`src/rtl/mdu_pkg.sv`:
```
// mdu_pkg: shared definitions for the iterative multiply/divide unit.
//   - op encodings as driven on the op port (MULT, MULTU, DIV, DIVU)
//   - FSM state encoding
//   - default operand / HI / LO width
//   - small decode helpers for the op field
// The divide datapath is built only when MDU_DIV_EN is defined; the
// encodings are always present so control and the bench see one view.
package mdu_pkg;

    localparam int MDU_DATA_WIDTH = 32;

    typedef enum logic [1:0] {
        OP_MULT  = 2'b00,
        OP_MULTU = 2'b01,
        OP_DIV   = 2'b10,
        OP_DIVU  = 2'b11
    } op_t;

    typedef enum logic [1:0] {
        S_IDLE = 2'b00,
        S_CALC = 2'b01,
        S_FIX  = 2'b10,
        S_DONE = 2'b11
    } state_t;

    // Signed ops work on operand magnitudes and fix the sign afterwards.
    function automatic logic op_is_signed(input logic [1:0] op);
        return (op == OP_MULT) || (op == OP_DIV);
    endfunction

    function automatic logic op_is_div(input logic [1:0] op);
        return (op == OP_DIV) || (op == OP_DIVU);
    endfunction

endpackage

```
`src/rtl/mdu_sign_fix.sv`:
```
// mdu_sign_fix: combinational two's-complement magnitude/negate helper.
// Two lanes of WIDTH bits each. In split mode (wide=0) each lane is
// negated independently; in wide mode (wide=1) the lanes form one
// 2*WIDTH value {hi_in, lo_in} negated as a whole under neg_hi.
// Ports:
//   wide            in   1      join the lanes into one 2*WIDTH value
//   neg_hi, neg_lo  in   1      negate request per lane (neg_lo unused when wide)
//   hi_in, lo_in    in   WIDTH  lane inputs
//   hi_out, lo_out  out  WIDTH  lane outputs
module mdu_sign_fix #(
    parameter int WIDTH = 32
) (
    input  logic             wide,
    input  logic             neg_hi,
    input  logic             neg_lo,
    input  logic [WIDTH-1:0] hi_in,
    input  logic [WIDTH-1:0] lo_in,
    output logic [WIDTH-1:0] hi_out,
    output logic [WIDTH-1:0] lo_out
);

    logic [2*WIDTH-1:0] joined;
    logic [2*WIDTH-1:0] joined_neg;
    logic [WIDTH-1:0]   hi_neg;
    logic [WIDTH-1:0]   lo_neg;

    assign joined     = {hi_in, lo_in};
    assign joined_neg = ~joined + 1'b1;
    assign hi_neg     = ~hi_in + 1'b1;
    assign lo_neg     = ~lo_in + 1'b1;

    always_comb begin
        hi_out = hi_in;
        lo_out = lo_in;
        if (wide) begin
            if (neg_hi) begin
                {hi_out, lo_out} = joined_neg;
            end
        end else begin
            if (neg_hi) hi_out = hi_neg;
            if (neg_lo) lo_out = lo_neg;
        end
    end

endmodule

```
`src/rtl/mul_div_unit.sv`:
```
// mul_div_unit: multi-cycle iterative MIPS multiply/divide unit with
// private HI/LO registers (MULT, MULTU, DIV, DIVU, plus MTHI/MTLO writes).
// Build option: define MDU_DIV_EN to include the divide datapath. Without
// it, DIV/DIVU requests are rejected with a one-cycle illegal pulse and
// dbz is always 0.
// Ports:
//   clk         in   1           rising-edge clock
//   rst         in   1           synchronous active-low reset
//   start       in   1           operation request, sampled only in IDLE
//   op          in   2           00 MULT, 01 MULTU, 10 DIV, 11 DIVU
//   src_a       in   DATA_WIDTH  operand A / dividend
//   src_b       in   DATA_WIDTH  operand B / divisor
//   hilo_wen    in   2           bit1 write HI, bit0 write LO (IDLE only)
//   hilo_wdata  in   DATA_WIDTH  MTHI/MTLO data
//   busy        out  1           high in CALC, FIX and DONE
//   done        out  1           one-cycle pulse, hi/lo hold the new result
//   dbz         out  1           divide-by-zero, valid with done
//   illegal     out  1           one-cycle pulse on a rejected op
//   hi, lo      out  DATA_WIDTH  HI / LO registers
//
// Handshake: a request is taken on a rising edge where the unit is idle
// (busy=0), start=1 and hilo_wen=0. From the following cycle busy stays
// high until the cycle after done; start while busy is dropped, not
// queued. done rises for one cycle exactly DATA_WIDTH+1 edges after the
// accept edge, with hi/lo/dbz already valid in that cycle.
module mul_div_unit
    import mdu_pkg::*;
#(
    parameter int DATA_WIDTH = MDU_DATA_WIDTH
) (
    input  logic                  clk,
    input  logic                  rst,
    input  logic                  start,
    input  logic [1:0]            op,
    input  logic [DATA_WIDTH-1:0] src_a,
    input  logic [DATA_WIDTH-1:0] src_b,
    input  logic [1:0]            hilo_wen,
    input  logic [DATA_WIDTH-1:0] hilo_wdata,
    output logic                  busy,
    output logic                  done,
    output logic                  dbz,
    output logic                  illegal,
    output logic [DATA_WIDTH-1:0] hi,
    output logic [DATA_WIDTH-1:0] lo
);

    localparam int W     = DATA_WIDTH;
    localparam int CNT_W = $clog2(DATA_WIDTH);

`ifdef MDU_DIV_EN
    localparam bit DIV_EN = 1'b1;
`else
    localparam bit DIV_EN = 1'b0;
`endif

    // FSM state, kept as a plain named register so checkers can bind to it.
    state_t           state;
    logic [CNT_W-1:0] cnt;
    logic             is_div_r;
    logic             sign_a;
    logic             sign_b;
    // opd: multiplicand (multiply) or divisor (divide), held for the op.
    logic [W-1:0]     opd;
    // acc: multiply = {partial product high, remaining multiplier bits};
    //      divide   = {partial remainder, dividend bits / quotient bits}.
    logic [2*W-1:0]   acc;
    logic [2*W-1:0]   acc_next;

    // ---------------- operand magnitudes ----------------
    logic         in_signed;
    logic         in_div;
    logic         accept_ok;
    logic [W-1:0] mag_a;
    logic [W-1:0] mag_b;

    assign in_signed = op_is_signed(op);
    assign in_div    = op_is_div(op);
    assign accept_ok = DIV_EN || !in_div;

    mdu_sign_fix #(.WIDTH(W)) u_abs (
        .wide   (1'b0),
        .neg_hi (in_signed & src_a[W-1]),
        .neg_lo (in_signed & src_b[W-1]),
        .hi_in  (src_a),
        .lo_in  (src_b),
        .hi_out (mag_a),
        .lo_out (mag_b)
    );

    // ---------------- iteration step ----------------
    // Shift-add multiply: add the multiplicand into the upper half when the
    // current multiplier bit (acc[0]) is set, then shift the whole
    // accumulator right, carry included.
    logic [W:0] mul_sum;
    assign mul_sum = {1'b0, acc[2*W-1:W]} + (acc[0] ? {1'b0, opd} : {(W+1){1'b0}});

`ifdef MDU_DIV_EN
    logic       b_zero;
    logic [W:0] div_shift;
    logic [W:0] div_diff;
    // Restoring divide: bring the next dividend bit into the remainder,
    // trial-subtract the divisor, keep the difference if it did not borrow.
    // A zero divisor never borrows, so the quotient fills with ones and the
    // remainder ends up equal to the dividend magnitude.
    assign div_shift = {acc[2*W-1:W], acc[W-1]};
    assign div_diff  = div_shift - {1'b0, opd};
`endif

    always_comb begin
        acc_next = {mul_sum, acc[W-1:1]};
`ifdef MDU_DIV_EN
        if (is_div_r) begin
            if (div_diff[W]) acc_next = {div_shift[W-1:0], acc[W-2:0], 1'b0};
            else             acc_next = {div_diff[W-1:0],  acc[W-2:0], 1'b1};
        end
`endif
    end

    // ---------------- result sign correction ----------------
    // Multiply: negate the full product when the signs differ.
    // Divide: remainder follows the dividend sign; quotient is negated when
    // the signs differ, except on divide-by-zero where it stays all ones.
    logic         fix_neg_hi;
    logic         fix_neg_lo;
    logic [W-1:0] res_hi;
    logic [W-1:0] res_lo;

    always_comb begin
        fix_neg_hi = sign_a ^ sign_b;
        fix_neg_lo = 1'b0;
`ifdef MDU_DIV_EN
        if (is_div_r) begin
            fix_neg_hi = sign_a;
            fix_neg_lo = (sign_a ^ sign_b) & ~b_zero;
        end
`endif
    end

    mdu_sign_fix #(.WIDTH(W)) u_fix (
        .wide   (~is_div_r),
        .neg_hi (fix_neg_hi),
        .neg_lo (fix_neg_lo),
        .hi_in  (acc[2*W-1:W]),
        .lo_in  (acc[W-1:0]),
        .hi_out (res_hi),
        .lo_out (res_lo)
    );

    // ---------------- control FSM ----------------
    always_ff @(posedge clk) begin
        if (!rst) begin
            state    <= S_IDLE;
            cnt      <= '0;
            is_div_r <= 1'b0;
            sign_a   <= 1'b0;
            sign_b   <= 1'b0;
            opd      <= '0;
            acc      <= '0;
            hi       <= '0;
            lo       <= '0;
            busy     <= 1'b0;
            done     <= 1'b0;
            dbz      <= 1'b0;
            illegal  <= 1'b0;
`ifdef MDU_DIV_EN
            b_zero   <= 1'b0;
`endif
        end else begin
            done    <= 1'b0;
            dbz     <= 1'b0;
            illegal <= 1'b0;
            case (state)
                S_IDLE: begin
                    // An MTHI/MTLO write takes priority and drops a same-cycle start.
                    if (hilo_wen != 2'b00) begin
                        if (hilo_wen[1]) hi <= hilo_wdata;
                        if (hilo_wen[0]) lo <= hilo_wdata;
                    end else if (start) begin
                        if (!accept_ok) begin
                            illegal <= 1'b1;
                        end else begin
                            is_div_r <= in_div;
                            sign_a   <= in_signed & src_a[W-1];
                            sign_b   <= in_signed & src_b[W-1];
                            // Divide iterates over the dividend, multiply over the multiplier.
                            acc      <= {{W{1'b0}}, (in_div ? mag_a : mag_b)};
                            opd      <= in_div ? mag_b : mag_a;
                            cnt      <= '0;
                            busy     <= 1'b1;
                            state    <= S_CALC;
`ifdef MDU_DIV_EN
                            b_zero   <= (src_b == '0);
`endif
                        end
                    end
                end
                S_CALC: begin
                    acc <= acc_next;
                    cnt <= cnt + 1'b1;
                    if (cnt == CNT_W'(W-1)) state <= S_FIX;
                end
                S_FIX: begin
                    hi    <= res_hi;
                    lo    <= res_lo;
                    done  <= 1'b1;
`ifdef MDU_DIV_EN
                    dbz   <= is_div_r & b_zero;
`endif
                    state <= S_DONE;
                end
                S_DONE: begin
                    busy  <= 1'b0;
                    state <= S_IDLE;
                end
                default: begin
                    busy  <= 1'b0;
                    state <= S_IDLE;
                end
            endcase
        end
    end

endmodule
```
`config.mk`:
```
export PLATFORM = sky130hd
export DESIGN_NAME = mul_div_unit
export DESIGN_NICKNAME = d
export VERILOG_FILES = /design/src/rtl/mdu_pkg.sv /design/src/rtl/mdu_sign_fix.sv /design/src/rtl/mul_div_unit.sv
export SDC_FILE = /design/constraint.sdc
export NUM_CORES = 1
export LEC_CHECK = 0
export ABC_AREA = 1
export BUFFER_PORTS_ARGS = -buffer_cell sky130_fd_sc_hd__buf_4
export CAP_MARGIN = 20
export CORE_ASPECT_RATIO = 0.5
export CORE_MARGIN = 2
export CORE_UTILIZATION = 50
export CTS_BUF_LIST = sky130_fd_sc_hd__clkbuf_4 sky130_fd_sc_hd__clkbuf_8
export DETAILED_ROUTE_END_ITERATION = 7
export PLACE_DENSITY_LB_ADDON = 0.05
export REMOVE_ABC_BUFFERS = 1
export SLEW_MARGIN = 20
export SYNTH_ARGS = -nofsm -noshare
export SYNTH_HDL_FRONTEND = slang
export SYNTH_SLANG_ARGS = --single-unit
```
`constraint.sdc`:
```
create_clock -name clk -period 3.01 [get_ports clk]
set_input_delay 0.1505 -clock clk [delete_from_list [all_inputs] [get_ports clk]]
set_output_delay 0.1505 -clock clk [all_outputs]
set_load 0.01 [all_outputs]
```
==> qor.yml <==
synth:
  yosys_warnings: 0
  netlist_instances: 2365
  synth.top_cells.by_area: "dfxtp_1, nand2_1, nand3_1"
  synthArstFlopShare: 0
  postSynthAreaPerCell_sq_um: 5.88
  synth_edf_count: 0
  yosys-top-cells-count: "nand2_1, inv_1, nand3_1, nor2_1, a21oi_1"
  synth_top_area_frac: 0.248
  yosysMostFrequentCell: "nand2_1"
  synth_largest_area_cell: "dfxtp_1"
  ys.flop_type: "dfxtp_1"
  ys_ff_latch: 172
  synth_cell_types: 54
  yosysSeqAreaShare: 0.248
  synthesis.area_sq_um: 13900
detailed_routing:
  num_vias: 15800
  wl_um: 48900
  dr.pass1.iters: 6
  wl_per_cell_um: 16.6
  antenna_left: 0
  drt_iter0_markers: 1470
  vias_per_cell: 5.37
  drc: 0
critical_path:
  crit_type: "reg2reg"
  critPathLaunchType: "flip-flop"
  crit_family: "XOR/XNOR gates"
  slowest_delay_ps: 770
  path_buf_inv: 1
  path_cells: "xnor2_4 -> inv_6 -> nand2_4 -> nand2_4 -> nor2_4 -> nand2_1 -> nand2_1 -> nand3_1 -> a21oi_1"
  worstPathRequired_ps: 3460
  arrival_ps: 2900
  critical_path.endpoint_type: "flip-flop"
  slowest_stage: "xnor2_4"
  crit_fanout: 72
place:
  gp_congestion: 0.936
  dpl_cell_area_sq_um: 15400
  hpwl_um: 37400
  io_buffers: 169
  place_ws_ps: 651
global_routing:
  antenna_found_initial: 1
  grt_overflow: 0
  grt_max_degree: 74
  grt_usage: 0.338
  grt_pass1_vias: 14300
  grt_pass1_wl_um: 76600
job:
  cap_viol_max_count: 0
timing:
  period_share: 0.814
  tightest_slew_ps: 936
  period_needed_ps: 2450
  tns_ps: 0
  slew_headroom: 0.376
  fin_ws_ps: 561
  finalHoldViolations: 0
  fmax_mhz: 408
  final_max_slew_viol_count: 0
  rsz0062_at_grt: "no"
  skew_ps: 12.7
  finalSetupViolations: 0
power:
  power.leakage_nw: 8.48
  vdd_ir_drop_max_mv: 0.407
  comb_power_share: 0.534
  internal-power_mw: 5.44
  clkPwrFrac: 0.167
  power.share.sequential: 0.300
  swShare: 0.486
  p_sw_mw: 5.14
  power_density_nw_per_um2: 646
final_layout:
  drive_gt1_frac: 0.124
  finish.utilization: 0.595
  nets: 2687
  fin_area_sq_um: 16400
  fillers: 2841
  areaGrowthSynthToFinish_pct: 17.8
floorplanning:
  rows: 43
  fp.dieW_um: 240
  initial_utilization: 0.505
  die_h_um: 122
  coreArea_sq_um: 27500
  die-area_sq_um: 29200
  io_pins: 171
clock_network:
  clock-sinks: 172
  clockBufferDepth: 2
  cts_root_buffer: "clkbuf_8"
  cts_tree: "yes"
  insertion_delay_ps: 520
  post_cts_buffers: 0
  cts.clk_slew.worst_paths_ps: 90
  h-tree-depth: 4
  cts_buffers: 17
min_path:
  hp-class: "in2reg"
run_status:
  status: "complete, no violations"
power by group through the flow:
stage / clock [mW] / combinational (mW) / sequential (mW)
floorplan: 0 / 3.23 / 3.30
global placement: 0 / 5.44 / 3.20
detailed placement: 0 / 5.46 / 3.20
CTS: 1.78 / 5.54 / 3.16
global route: 1.88 / 6.14 / 3.23
finish: 1.76 / 5.64 / 3.17
final timing paths:
path | endpoint | slack [ps] | from | cells past startpoint
worst min register to register | cnt[4] | 480 | cnt[4] | 2
worst max register to register | hi[30] | 560 | sign_b | 9
worst min-delay path | opd[23] | 20 | src_a[23] | 5
worst max-delay path | hi[30] | 560 | sign_b | 9
layer usage:
metal / track usage / part of all wire / up-vias
met5: 0 / 0 / -
li1: - / - / 7957
met1: 0.468 / 0.46 / 7133
met4: 0.118 / 0.029 / 0
met2: 0.523 / 0.43 / 594
met3: 0.0700 / 0.081 / 85
cell type report:
type | count | area [sq um] | area share
sequential | 172 | 3440 | 0.210
multi-input combinational | 1779 | 8790 | 0.537
antenna | 1 | 2.50 | 0.000153
inverter | 324 | 1220 | 0.0746
clock buffer | 18 | 248 | 0.0151
tap | 382 | 478 | 0.0292
timing repair buffer | 248 | 2020 | 0.123
clock inverter | 14 | 159 | 0.00971
per-stage QoR:
step | total power [mW] | std cells | hold WS [ps]
3_3_place_gp | 8.64 | 2847 | 433
2_1_floorplan | 6.53 | 2275 | 248
3_5_place_dp | 8.66 | 2847 | 445
4_1_cts | 10.5 | 2937 | 2.58
6_report | 10.6 | 2938 | 17.5
5_1_grt | 11.2 | 2937 | 34.8
worst register-to-register path, delay by kind of cell (launching register included):
kind	cells	cell delay [ps]
compound gates	1	150
xor+xnor	1	770
buf+inv	1	430
flops	1	370
simple gates	6	670
cell usage in the layout (no fill, tap or decap), types with 3 or more instances in the layout:
master | Yosys | layout
nand2_1 | 641 | 641
inv_1 | 310 | 309
nor2_1 | 249 | 249
nand3_1 | 249 | 249
a21oi_1 | 229 | 229
buf_4 | 7 | 189
dfxtp_1 | 172 | 172
o21ai_0 | 143 | 143
dlygate4sd3_1 | 0 | 58
ha_1 | 41 | 40
xor2_1 | 26 | 26
nand2_2 | 20 | 20
clkbuf_8 | 0 | 18
o211ai_1 | 15 | 15
nor2_4 | 13 | 13
nand4_1 | 13 | 13
o21a_1 | 13 | 13
inv_2 | 12 | 12
nor2_2 | 11 | 11
or2_2 | 11 | 11
nand3b_1 | 11 | 11
nor3_1 | 9 | 9
a31oi_1 | 9 | 9
and2_1 | 9 | 9
o21bai_1 | 9 | 9
nand2_4 | 9 | 9
xnor2_1 | 7 | 7
inv_6 | 1 | 6
o221ai_1 | 5 | 5
a211oi_1 | 4 | 4
clkinvlp_4 | 0 | 4
a21o_1 | 3 | 3
nor2_8 | 3 | 3
o21ai_1 | 3 | 3
o21ai_2 | 3 | 3
a21oi_2 | 3 | 3
state kept, by name, indices dropped and copies added, names as in the netlist:
name,count
illegal,1
done,1
busy,1
cnt,5
opd,32
acc,64
lo,32
sign_a,1
hi,32
state,2
sign_b,1
repair_timing:
item	CTS	global route
setup endpoints to repair	0	0
resized for setup	0	0
hold buffers	58	0
hold endpoints to repair	83	0
kinds of logic after synthesis:
kind of cell               after synthesis  share of synthesized area
adders and majority gates               42                     0.0384
other                                    1                   0.000270
and+or+nand+nor                       1259                      0.398
xor gates and xnor gates                34                     0.0228
buffers and inverters                  414                      0.119
DFF                                    172                      0.248
AOI/OAI and AO/OA                      443                      0.173
(Power assumes the default switching activity.)
